File: config.mk
export PLATFORM = sky130hd
export DESIGN_NAME = alu_issue_ctrl_flat
export DESIGN_NICKNAME = d
export VERILOG_FILES = /design/src/rtl/alu_pkg.sv /design/src/rtl/alu_issue_ctrl_if.sv /design/src/rtl/alu_regfile.sv /design/src/rtl/alu_issue_ctrl.sv /design/src/flat_wrapper.sv
export SDC_FILE = /design/constraint.sdc
export NUM_CORES = 1
export LEC_CHECK = 0
export CORE_ASPECT_RATIO = 1.4
export CORE_MARGIN = 4
export CORE_UTILIZATION = 40
export CTS_CLUSTER_DIAMETER = 120
export DETAILED_ROUTE_END_ITERATION = 16
export GPL_ROUTABILITY_DRIVEN = 0
export PLACE_DENSITY = 0.7
export SLEW_MARGIN = 10
export SYNTH_ARGS = -nofsm -noshare
export SYNTH_HDL_FRONTEND = slang
export SYNTH_SLANG_ARGS = --single-unit
File: constraint.sdc
create_clock -name clk -period 7.6 [get_ports clk]
set_input_delay 1.9 -clock clk [delete_from_list [all_inputs] [get_ports clk]]
set_output_delay 1.9 -clock clk [all_outputs]
set_load 0.05 [all_outputs]
File: src/rtl/alu_pkg.sv
// Shared definitions for the ALU issue controller: opcodes, instruction
// field positions, FSM state encoding and the default datapath width.
package alu_pkg;

  localparam int DATA_W_DEF = 32;

  localparam logic [2:0] OP_ADD = 3'b000;
  localparam logic [2:0] OP_SUB = 3'b001;
  localparam logic [2:0] OP_AND = 3'b010;
  localparam logic [2:0] OP_OR  = 3'b011;
  localparam logic [2:0] OP_NOT = 3'b100;
  localparam logic [2:0] OP_LDI = 3'b111;

  // Instruction word: op[15:13] rd[12:10] rs1[9:7] rs2[6:4]; LDI uses imm[9:0]
  localparam int OP_MSB  = 15;
  localparam int OP_LSB  = 13;
  localparam int RD_MSB  = 12;
  localparam int RD_LSB  = 10;
  localparam int RS1_MSB = 9;
  localparam int RS1_LSB = 7;
  localparam int RS2_MSB = 6;
  localparam int RS2_LSB = 4;
  localparam int IMM_MSB = 9;
  localparam int IMM_W   = IMM_MSB + 1;

  typedef enum logic [1:0] {
    IDLE  = 2'd0,
    ISSUE = 2'd1,
    WAIT  = 2'd2,
    WB    = 2'd3
  } state_t;

  function automatic logic is_ldi(input logic [2:0] op);
    return op == OP_LDI;
  endfunction

endpackage

File: src/rtl/alu_issue_ctrl_if.sv
// Instruction handshake, ALU operand/result bus and retire bus of the
// issue controller, with master (controller) and slave (environment) views.
interface alu_issue_ctrl_if #(
  parameter int DATA_W = alu_pkg::DATA_W_DEF
);
  // Handshake: an instruction transfers on a rising edge where instr_valid
  // and instr_ready are both high; the producer holds instr_data stable while
  // instr_valid is high and not yet accepted, and ready never depends on valid.
  logic              instr_valid;
  logic              instr_ready;
  logic [15:0]       instr_data;

  logic [DATA_W-1:0] alu_a;
  logic [DATA_W-1:0] alu_b;
  logic [2:0]        alu_ctrl;
  logic [DATA_W-1:0] alu_result;

  logic              retire_valid;
  logic [2:0]        retire_rd;
  logic [DATA_W-1:0] retire_data;

  modport master (
    input  instr_valid, instr_data, alu_result,
    output instr_ready, alu_a, alu_b, alu_ctrl,
    output retire_valid, retire_rd, retire_data
  );

  modport slave (
    output instr_valid, instr_data, alu_result,
    input  instr_ready, alu_a, alu_b, alu_ctrl,
    input  retire_valid, retire_rd, retire_data
  );

endinterface

File: src/rtl/alu_regfile.sv
// 8-entry register file: three combinational read ports, one synchronous
// write port. Define ALU_ISSUE_ZERO_REG_EN to hardwire r0 to zero.
module alu_regfile
  import alu_pkg::*;
#(
  parameter int DATA_W = DATA_W_DEF
) (
  input  logic              clk,
  input  logic              rst,
  input  logic [2:0]        rs1_addr,
  input  logic [2:0]        rs2_addr,
  input  logic [2:0]        dbg_addr,
  output logic [DATA_W-1:0] rs1_data,
  output logic [DATA_W-1:0] rs2_data,
  output logic [DATA_W-1:0] dbg_data,
  input  logic              we,
  input  logic [2:0]        waddr,
  input  logic [DATA_W-1:0] wdata
);

  logic [DATA_W-1:0] regs [8];
  logic              write_ok;

`ifdef ALU_ISSUE_ZERO_REG_EN
  assign write_ok = (waddr != 3'd0);
  assign rs1_data = (rs1_addr == 3'd0) ? '0 : regs[rs1_addr];
  assign rs2_data = (rs2_addr == 3'd0) ? '0 : regs[rs2_addr];
  assign dbg_data = (dbg_addr == 3'd0) ? '0 : regs[dbg_addr];
`else
  assign write_ok = 1'b1;
  assign rs1_data = regs[rs1_addr];
  assign rs2_data = regs[rs2_addr];
  assign dbg_data = regs[dbg_addr];
`endif

  always_ff @(posedge clk) begin
    if (rst) begin
      for (int i = 0; i < 8; i++) begin
        regs[i] <= '0;
      end
    end else if (we && write_ok) begin
      regs[waddr] <= wdata;
    end
  end

endmodule

File: src/rtl/alu_issue_ctrl.sv
// Single-issue front end for the registered ALU: decode, operand read,
// latency wait, write-back and retire. r0 behaviour follows ALU_ISSUE_ZERO_REG_EN.
module alu_issue_ctrl
  import alu_pkg::*;
#(
  parameter int DATA_W  = DATA_W_DEF,
  parameter int ALU_LAT = 1
) (
  input  logic              clk,
  input  logic              rst,
  alu_issue_ctrl_if.master  bus,
  output logic              busy,
  input  logic [2:0]        dbg_addr,
  output logic [DATA_W-1:0] dbg_data,
  output state_t            dbg_state
);

  localparam int CNT_W = (ALU_LAT > 2) ? $clog2(ALU_LAT) : 1;

  state_t            state;
  logic [DATA_W-1:0] alu_a_q;
  logic [DATA_W-1:0] alu_b_q;
  logic [2:0]        alu_ctrl_q;
  logic [2:0]        rd_q;
  logic [DATA_W-1:0] imm_q;
  logic              ldi_q;
  logic              retire_q;
  logic [CNT_W-1:0]  wait_cnt;

  logic [2:0]        op;
  logic              accept;
  logic [DATA_W-1:0] rs1_data;
  logic [DATA_W-1:0] rs2_data;
  logic [DATA_W-1:0] wb_data;
  logic              unused_bits;

  assign op          = bus.instr_data[OP_MSB:OP_LSB];
  assign accept      = bus.instr_valid && bus.instr_ready;
  assign unused_bits = ^bus.instr_data[3:0];

  alu_regfile #(.DATA_W(DATA_W)) u_regfile (
    .clk      (clk),
    .rst      (rst),
    .rs1_addr (bus.instr_data[RS1_MSB:RS1_LSB]),
    .rs2_addr (bus.instr_data[RS2_MSB:RS2_LSB]),
    .dbg_addr (dbg_addr),
    .rs1_data (rs1_data),
    .rs2_data (rs2_data),
    .dbg_data (dbg_data),
    .we       (state == WB),
    .waddr    (rd_q),
    .wdata    (wb_data)
  );

  // The ALU result is only meaningful during WB, so it is sampled there directly.
  assign wb_data = (state != WB) ? '0 : (ldi_q ? imm_q : bus.alu_result);

  always_ff @(posedge clk) begin
    if (rst) begin
      state      <= IDLE;
      alu_a_q    <= '0;
      alu_b_q    <= '0;
      alu_ctrl_q <= OP_ADD;
      rd_q       <= '0;
      imm_q      <= '0;
      ldi_q      <= 1'b0;
      retire_q   <= 1'b0;
      wait_cnt   <= '0;
    end else begin
      retire_q <= 1'b0;
      case (state)
        IDLE: begin
          if (accept) begin
            rd_q <= bus.instr_data[RD_MSB:RD_LSB];
            if (is_ldi(op)) begin
              ldi_q    <= 1'b1;
              imm_q    <= DATA_W'(bus.instr_data[IMM_MSB:0]);
              retire_q <= 1'b1;
              state    <= WB;
            end else begin
              ldi_q      <= 1'b0;
              alu_a_q    <= rs1_data;
              alu_b_q    <= rs2_data;
              alu_ctrl_q <= op;
              state      <= ISSUE;
            end
          end
        end
        ISSUE: begin
          if (ALU_LAT > 1) begin
            wait_cnt <= CNT_W'(ALU_LAT - 2);
            state    <= WAIT;
          end else begin
            retire_q <= 1'b1;
            state    <= WB;
          end
        end
        WAIT: begin
          if (wait_cnt == '0) begin
            retire_q <= 1'b1;
            state    <= WB;
          end else begin
            wait_cnt <= wait_cnt - 1'b1;
          end
        end
        WB: begin
          state <= IDLE;
        end
        default: begin
          state <= IDLE;
        end
      endcase
    end
  end

  assign bus.instr_ready  = (state == IDLE) && !rst;
  assign bus.alu_a        = alu_a_q;
  assign bus.alu_b        = alu_b_q;
  assign bus.alu_ctrl     = alu_ctrl_q;
  assign bus.retire_valid = retire_q;
  assign bus.retire_rd    = rd_q;
  assign bus.retire_data  = wb_data;
  assign busy             = (state != IDLE);
  assign dbg_state        = state;

endmodule

File: src/flat_wrapper.sv
// flat-port wrapper written by rule: the top's interface ports become plain ports
module alu_issue_ctrl_flat import alu_pkg::*;
#(
  parameter int DATA_W  = DATA_W_DEF,
  parameter int ALU_LAT = 1
)
  (clk, rst, busy, dbg_addr, dbg_data, dbg_state, bus_instr_valid, bus_instr_data, bus_alu_result, bus_instr_ready, bus_alu_a, bus_alu_b, bus_alu_ctrl, bus_retire_valid, bus_retire_rd, bus_retire_data);
  alu_issue_ctrl_if #(.DATA_W(DATA_W)) bus_i ();
  input  logic clk;
  input  logic rst;
  output logic busy;
  input  logic [2:0] dbg_addr;
  output logic [DATA_W-1:0] dbg_data;
  output state_t dbg_state;
  input wire logic [$bits(bus_i.instr_valid)-1:0] bus_instr_valid;
  input wire logic [$bits(bus_i.instr_data)-1:0] bus_instr_data;
  input wire logic [$bits(bus_i.alu_result)-1:0] bus_alu_result;
  output wire logic [$bits(bus_i.instr_ready)-1:0] bus_instr_ready;
  output wire logic [$bits(bus_i.alu_a)-1:0] bus_alu_a;
  output wire logic [$bits(bus_i.alu_b)-1:0] bus_alu_b;
  output wire logic [$bits(bus_i.alu_ctrl)-1:0] bus_alu_ctrl;
  output wire logic [$bits(bus_i.retire_valid)-1:0] bus_retire_valid;
  output wire logic [$bits(bus_i.retire_rd)-1:0] bus_retire_rd;
  output wire logic [$bits(bus_i.retire_data)-1:0] bus_retire_data;
  assign bus_i.instr_valid = bus_instr_valid;
  assign bus_i.instr_data = bus_instr_data;
  assign bus_i.alu_result = bus_alu_result;
  assign bus_instr_ready = bus_i.instr_ready;
  assign bus_alu_a = bus_i.alu_a;
  assign bus_alu_b = bus_i.alu_b;
  assign bus_alu_ctrl = bus_i.alu_ctrl;
  assign bus_retire_valid = bus_i.retire_valid;
  assign bus_retire_rd = bus_i.retire_rd;
  assign bus_retire_data = bus_i.retire_data;
  alu_issue_ctrl #(.DATA_W(DATA_W), .ALU_LAT(ALU_LAT)) u_core (.clk(clk), .rst(rst), .bus(bus_i), .busy(busy), .dbg_addr(dbg_addr), .dbg_data(dbg_data), .dbg_state(dbg_state));
endmodule
# [After elaboration in Yosys (flattened, before gate mapping)]
# Memories as Yosys holds them, arrays and structs flattened. A register that Yosys moved wholly into a read port is not among the register bits.
# Index checks and enable logic that the tools add are counted.
[totals] mem_count=1 ff_bits=21 mem_bits_rw=256 input_bits=54 elab_cells=46 out_inout_bits=139
[classes] addsub=1 n_reduce_logical=10 n_bitwise=1 n_eq_ne=7 n_mux=19
[mem_list] name="u_core.u_regfile.regs" words=8 width=32 rd=3 rd_clocked_by_memory_dff=2 write_ports=8 line="alu_regfile.sv:21" text="logic [DATA_W-1:0] regs [8];"
[ops] operator="$mux 32" count=3
[ops] operator="$reduce_or 32->1" count=1
[ops] operator="$mux 1" count=10
[ops] operator="$pmux 2 s4" count=1
[ops] operator="$mux 2" count=3
[ops] operator="$reduce_and 3->1" count=2
[ops] operator="$eq 2x2->1 const B" count=2
[ops] operator="$ne 2x2->1 const B" count=2
[ops] operator="$reduce_and 2->1" count=2
[ops] operator="$eq 3x3->1 const B" count=1
[ops] operator="$mux 3" count=1
[ops] operator="$pmux 1 s3" count=1
[ops] operator="$eq 2x1->1 const B" count=1
[ops] operator="$logic_and 1x1->1" count=2
[ops] operator="$logic_not 2->1" count=1
[ops] operator="$ne 2x1->1 const B" count=1
[ops] operator="$reduce_bool 2->1" count=1
[ops] operator="$logic_not 1->1" count=1
[ops] operator="$not 1->1" count=1
[ops] operator="$sub 1x1->1 const B" count=1

# [Logic depth before layout (Yosys ltp)]
# Gate-level depths: netlist of the first run.
[depth] word_depth=6 depth_mapped=8 mapped_depth_nobuf=5

# [By module]
# Synthesis of the first run repeated with hierarchy kept, for this count alone.
[unflattened] hier_cells=1396 hier_area_um2=19600.0
[modules_own_cells] module="alu_regfile" seq_area_each_um2=7687.4 area_each_um2=15715.1 cells_per_inst=957 n_inst=1
[modules_own_cells] module="alu_issue_ctrl" seq_area_each_um2=1681.6 area_each_um2=3885.0 cells_per_inst=439 n_inst=1

# [Worst setup path before layout of the first run]
# No wires, ideal clock.
[synth_path] kind="input port to output port" startpoint="in dbg_addr[0]" endpoint="out dbg_data[11]" path_buffers=2 arrival_time_ps=3123 cell_stages=4 path_slack_ps=2577 t_required_ps=5700 cell_sequence="buf_6 > buf_6 > mux4_1 > mux2_2"
[synth_via] elab_chain_cells=1
[synth_rtl] element="from (decl)" line="flat_wrapper.sv:12" text="input logic [2:0] dbg_addr;"
[synth_rtl] element="$mem_v2 8x32"
[synth_rtl] element="to (decl)" line="flat_wrapper.sv:13" text="output logic [DATA_W-1:0] dbg_data;"
# No other way between the ends.

# [Worst setup path in the final report of the first run]
[layout_path] startpoint="in dbg_addr[0]" endpoint="out dbg_data[21]"
# Same word-level chain as after synthesis.

==> summary.txt, run 1 <==
total gr overflow - 0
Clock transition at path regs - 60 ps
Final ANT Viol Nets - 0
number of flops mapped to enable cells by yosys - 256
Synth top cells by count - 266 x nor2_1, 256 x edfxtp_1, 170 x mux2_2, 129 x mux2i_1, 84 x dfxtp_1
CP startpoint kind - input port
top_reg_cell synth - edfxtp_1
vias in the first global route - 14600
combinational share of power - 18.2%
Slew HR - 17.0%
first-pass GRT wire length - 88800 um
synth unique cells - 33
post_cts resized - 0
die height - 262 um
Total Power - 4.89 mW
Slew Viols, Final - 0
setup ws final - 1270 ps
largest stage delay on the critical path - 710 ps
Critical Path AT - 4430 ps
leak pwr - 8.12 nW
clk_lat worst skew - 540 ps
RSZ-0062 raised after global routing - false
max-cap violation count - 0
R2R setup slack - 4430 ps
async set-or-reset flop fraction in the synthesized netlist - 0%
synthesis-to-layout area growth - 19.4%
Seq/Total Area, Yosys - 50.7%
die width - 190 um
Seq pwr share - 43.8%
Final #Nets - 1702
Avg Inst Size Synth - 12.2 um2
Buf/Inv on CP - 3
internal power - 3.51 mW
multi-input logic area - 8390 um2
worst path cell trace - buf_4 -> buf_12 -> mux4_1 -> mux2_2 -> clkdlybuf4s50_1
Std-Cell Rows - 93
Placement Setup Slack - 1280 ps
fin crit share - 83.3%
worst hold path type - reg -> reg
skew final - 17.9 ps
initial antenna violation count - 0
Root Driver - clkbuf_16
Worst EP required - 5700 ps
Filler Cell Count - 4074
total clock buffers created by CTS - 36
FF/Latch Area - 9370 um2
top-area cell type share of the netlist area - 41.6%
Top Family by Delay on Critical Path - buffers and inverters
IO Port Bufs - 192
synth top area cells - edfxtp_1 42%, mux2_2 10%, dfxtp_1 9.1%
Max FO, Critical Path - 34
gate count after technology mapping - 1519
Clock power frac - 38.0%
final routed DRC violation total - 0
P_sw - 1.38 mW
Synth Register Bits - 340
largest net degree at the start of global routing - 98
CP max-delay cell - clkdlybuf4s50_1
P per Cell Area - 222 nW/um2
Post-CTS Setup Inserts - 0
DRT Pass-1 Iters - 7
Setup CP Type - in -> out
core area - 45800 um2
Crit. End Element - primary output
TNS Setup - 0 ps
die area - 49800 um2
top-count cell post-synth - nor2_1
Sink Count - 340
Tightest Pin Transition - 1240 ps
post-synth design cell area - 18500 um2
Final min period - 6330 ps
Max VDD drop - 0.165 mV
switching share of power - 28.3%
outcome - completed
final setup fails - 0
Post-Syn Nets - 1577
Clock H-tree levels - 2
CTS tree - built
Post-DP HPWL - 34200 um
io pins - 193
Total GRT Usage - 23.3%
Synth Warn # - 0
n_diodes - 0
fmax - 0.158 GHz
CTS Buffer Depth - 3
area leader, netlist - edfxtp_1
Iteration-0 DRC Markers - 1458
final WL - 60200 um
wire per inst - 26.3 um
share of cells above drive strength 1 - 18.8%
vias - 14000
Hold Violations, Final - 0
vias per cell - 6.12
Initial Utilization - 40.3%
hold_buf cts - 0
[registers in the layout, summed over array words and instances (netlist names)]
register,cells
u_core.bus.alu_a,32
u_core.bus.alu_b,32
u_core.bus.alu_ctrl,3
u_core.bus.retire_rd,3
u_core.bus.retire_valid,1
u_core.dbg_state,2
u_core.imm_q,10
u_core.ldi_q,1
u_core.u_regfile.regs,256
[routing by layer]
layer  track usage, %  vias up  share of wire, %
met5                0        -                 0
met4             11.7        0               5.3
met3             3.87      206               8.3
met2             39.9      779                49
met1             28.2     6954                37
li1                 -     6063                 -
[power by group through the flow]
| stage | Clock, mW | Combinational, mW | Sequential (mW) |
|---|---|---|---|
| 6_report | 1.86 | 0.890 | 2.15 |
| 5_1_grt | 1.95 | 0.930 | 2.15 |
| 4_1_cts | 1.88 | 0.889 | 2.14 |
| 3_5_place_dp | 0 | 0.886 | 2.18 |
| 3_3_place_gp | 0 | 0.876 | 2.18 |
| 2_1_floorplan | 0 | 0.482 | 2.27 |
[area by class of cell]
type	count	area share, %
Clock buffer	41	4.31
Clock inverter	23	1.27
Inverter	36	0.612
Multi-Input combinational cell	1005	38.0
Sequential cell	340	42.4
Tap cell	617	3.50
Timing Repair Buffer	225	9.89
[placed cells by master (no fill, tap or decap), drive strengths merged, types with 10 or more instances in the layout]
master,instances
o31ai,64
nand2,53
clkbuf,41
buf,38
clkdlybuf4s50,187
edfxtp,256
o22ai,64
nor2,266
nand3,16
a21oi,17
o21ai,10
mux2i,129
clkinv,14
o211ai,64
mux2,170
inv,37
dfxtp,84
mux4,64
a22o,64
[final timing paths]
path,startpoint,endpoint,cells after the start
setup / recovery,dbg_addr[0],dbg_data[21],5
hold / removal,u_core.imm_q[0]$_SDFFE_PP0P_,u_core.imm_q[0]$_SDFFE_PP0P_,2
setup reg to reg,u_core.dbg_state[0]$_SDFFE_PP0P_,u_core.u_regfile.regs[5][29]$_SDFFCE_PN0P_,6
hold reg to reg,u_core.imm_q[0]$_SDFFE_PP0P_,u_core.imm_q[0]$_SDFFE_PP0P_,2
[tightest hold or removal path, stage by stage (launching register included)]
cell	delay [ps]
dfxtp_1	300
o21ai_0	60
a21oi_1	60
[logic make-up after synthesis]
| group | after synthesis | share of synthesized area (%) |
|---|---|---|
| DFF | 340 | 50.7 |
| and+or+nand+nor | 352 | 7.54 |
| adders and majority gates | 4 | 0.271 |
| AOI/OAI and AO/OA | 286 | 11.2 |
| buffers and inverters | 174 | 4.34 |
| muxes | 363 | 25.9 |
[through the flow]
stage | instances | hold WS (ps) | utilization [%] | instance area, um2
finish | 2287 | 471 | 48.2 | 22100
global route | 2287 | 509 | 48.2 | 22100
CTS | 2287 | 474 | 48.2 | 22100
detailed placement | 2223 | 465 | 45.5 | 20900
global placement | 2223 | 460 | 45.5 | 20900
floorplan | 1519 | 450 | - | 18500
No activity file was read; power rests on OpenSTA's default activity.
==> run 2: changes to the inputs <==
Clock period 7.6 ns to 6.5 ns, I/O delays scaled along.
==> run 2 against run 1 <==
  * Routed wire length is 0.35% lower
  * Non-clock buffer count up 5
  * Sequential power grew 17%
  * Register-to-register slack lost 1200 ps
  * Worst setup slack worse by 440 ps
  * Global-route usage fell by 0.16 points
  * Hold slack gained 2.3 ps
  * Die area unchanged
  * Sequential share of layout area hardly changed
  * Clock power is 12% higher
  * Final cell count is 0.31% higher
  * Combinational power rose by 17%
==> summary.txt, run 2 (same netlist as run 1, synthesis figures left out) <==
Area after DPL - 20900 um2 (about the same)
Critical Path AT - 4050 ps (was 4430 ps)
Slew Viols, Final - 0 (unchanged)
IO Port Bufs - 192 (unchanged)
share of cells above drive strength 1 - 18.6% (was 18.8%)
initial antenna violation count - 0 (unchanged)
wire per inst - 26.2 um (was 26.3 um)
Setup crit start - dbg_addr[0] (unchanged)
hold_buf cts - 0 (unchanged)
post_cts resized - 0 (unchanged)
CTS Buffer Depth - 3 (unchanged)
P per Cell Area - 256 nW/um2 (was 222 nW/um2)
Final min period - 5670 ps
vias per cell - 6.11 (was 6.12)
Slew HR - 18.2% (was 17.0%)
Post-DP HPWL - 35300 um (was 34200 um)
Max FO, Critical Path - 27 (was 34)
commonest non-fill, non-tap cell in the layout - nor2_1 (unchanged)
Total Power - 5.64 mW (was 4.89 mW)
outcome - completed (unchanged)
Hold Violations, Final - 0 (unchanged)
io pins - 193 (unchanged)
worst hold path type - reg -> reg (unchanged)
vias - 14000 (about the same)
final setup fails - 0 (unchanged)
die area - 49800 um2 (unchanged)
final WL - 60000 um (was 60200 um)
Placement Setup Slack - 843 ps (was 1280 ps)
Worst R2R Path Depth - 6 (unchanged)
final routed DRC violation total - 0 (unchanged)
Max VDD drop - 0.147 mV (was 0.165 mV)
Tightest Pin Transition - 1230 ps (was 1240 ps)
Sink Count - 340 (unchanged)
core area - 45800 um2 (unchanged)
Final ANT Viol Nets - 0 (unchanged)
die height - 262 um (unchanged)
Worst Hold Depth - 2 (unchanged)
worst r2r src - u_core.dbg_state[1]$_SDFFE_PP0P_ (was u_core.dbg_state[0]$_SDFFE_PP0P_)
Initial Utilization - 40.3% (unchanged)
synthesis-to-layout area growth - 19.4% (about the same)
Clock H-tree levels - 2 (unchanged)
total clock buffers created by CTS - 36 (unchanged)
Worst EP required - 4880 ps (was 5700 ps)
CP startpoint kind - input port (unchanged)
RSZ-0062 raised after global routing - false (unchanged)
skew final - 11.8 ps (was 17.9 ps)
n_diodes - 0 (unchanged)
max reg flops - 256 (unchanged)
total gr overflow - 0 (unchanged)
max-cap violation count - 0 (unchanged)
CTS tree - built (unchanged)
Design Area, Final - 22100 um2 (about the same)
die width - 190 um (unchanged)
TNS Setup - 0 ps (unchanged)
clk_lat worst skew - 540 ps (about the same)
Final #Nets - 1707 (was 1702)
largest net degree at the start of global routing - 80 (was 98)
setup ws final - 825 ps (was 1270 ps)
first-pass GRT wire length - 88600 um (was 88800 um)
Post-CTS Setup Inserts - 0 (unchanged)
fmax - 0.176 GHz
DRT Pass-1 Iters - 5 (was 7)
Iteration-0 DRC Markers - 1262 (was 1458)
vias in the first global route - 14600 (about the same)
Biggest register - u_core.u_regfile.regs (unchanged)
Clock transition at path regs - 60 ps (about the same)
most frequent cells in the layout - 264 x nor2_1, 256 x edfxtp_1, 187 x clkdlybuf4s50_1, 170 x mux2_2, 129 x mux2i_1 (unchanged)
Root Driver - clkbuf_16 (unchanged)
Crit. End Element - primary output (unchanged)
Total GRT Usage - 23.1% (was 23.3%)
Setup CP Type - in -> out (unchanged)
critical hold path startpoint - u_core.imm_q[4]$_SDFFE_PP0P_ (was u_core.imm_q[0]$_SDFFE_PP0P_)
leak pwr - 8.11 nW (was 8.12 nW)
fin crit share - 87.3%
Std-Cell Rows - 93 (unchanged)
-- run 2: cell types whose count changed in the layout (fill, tap and decap cells not counted), moves of 2 or more --
cell,previous run,this run
clkinv_1,0,8
buf_4,32,38
clkinv_2,12,4
bufinv_16,6,3
inv_6,1,3
-- run 2: report_power, final --
group          switching (mW)  internal (mW)  total [mW]
clock network           0.879           1.21        2.09
logic                   0.661          0.379        1.04
registers              0.0803           2.43        2.51
total                    1.62           4.02        5.64
-- run 2: path summary, 6_finish.rpt --
check	end	slack (ps)
max	dbg_data[6]	830
min	u_core.imm_q[4]$_SDFFE_PP0P_	470
max reg2reg	u_core.u_regfile.regs[5][13]$_SDFFCE_PN0P_	3250
min reg2reg	u_core.imm_q[4]$_SDFFE_PP0P_	470
-- run 2: per-layer routing --
layer / vias to the layer above / global-route usage (%) / part of all wire, %
met5: - / 0 / 0
met4: 0 / 10.8 / 4.5
met3: 149 / 4.16 / 8.4
met2: 751 / 40.2 / 50
met1: 7028 / 27.7 / 37
li1: 6091 / - / -
-- run 2: stage by stage --
step                utilization (%)  hold WS [ps]  cells
floorplan                         -           450   1519
detailed placement             45.5           466   2228
global route                   48.1           511   2294
finish                         48.1           474   2294
global placement               45.5           458   2228
CTS                            48.1           476   2294
-- run 2: layout make-up --
type	instances	area (um2)
inverter	36	135
multi-input combinational	1005	8390
timing repair buffer	230	2210
sequential	340	9370
fill	4087	23800
tap	617	772
clock buffer	44	993
clock inverter	22	198
-- run 2: critical path, stage by stage --
cell and delay, ps:
buf_4 460, buf_4 290, mux4_1 600, mux2_2 340
clkdlybuf4s50_1 710
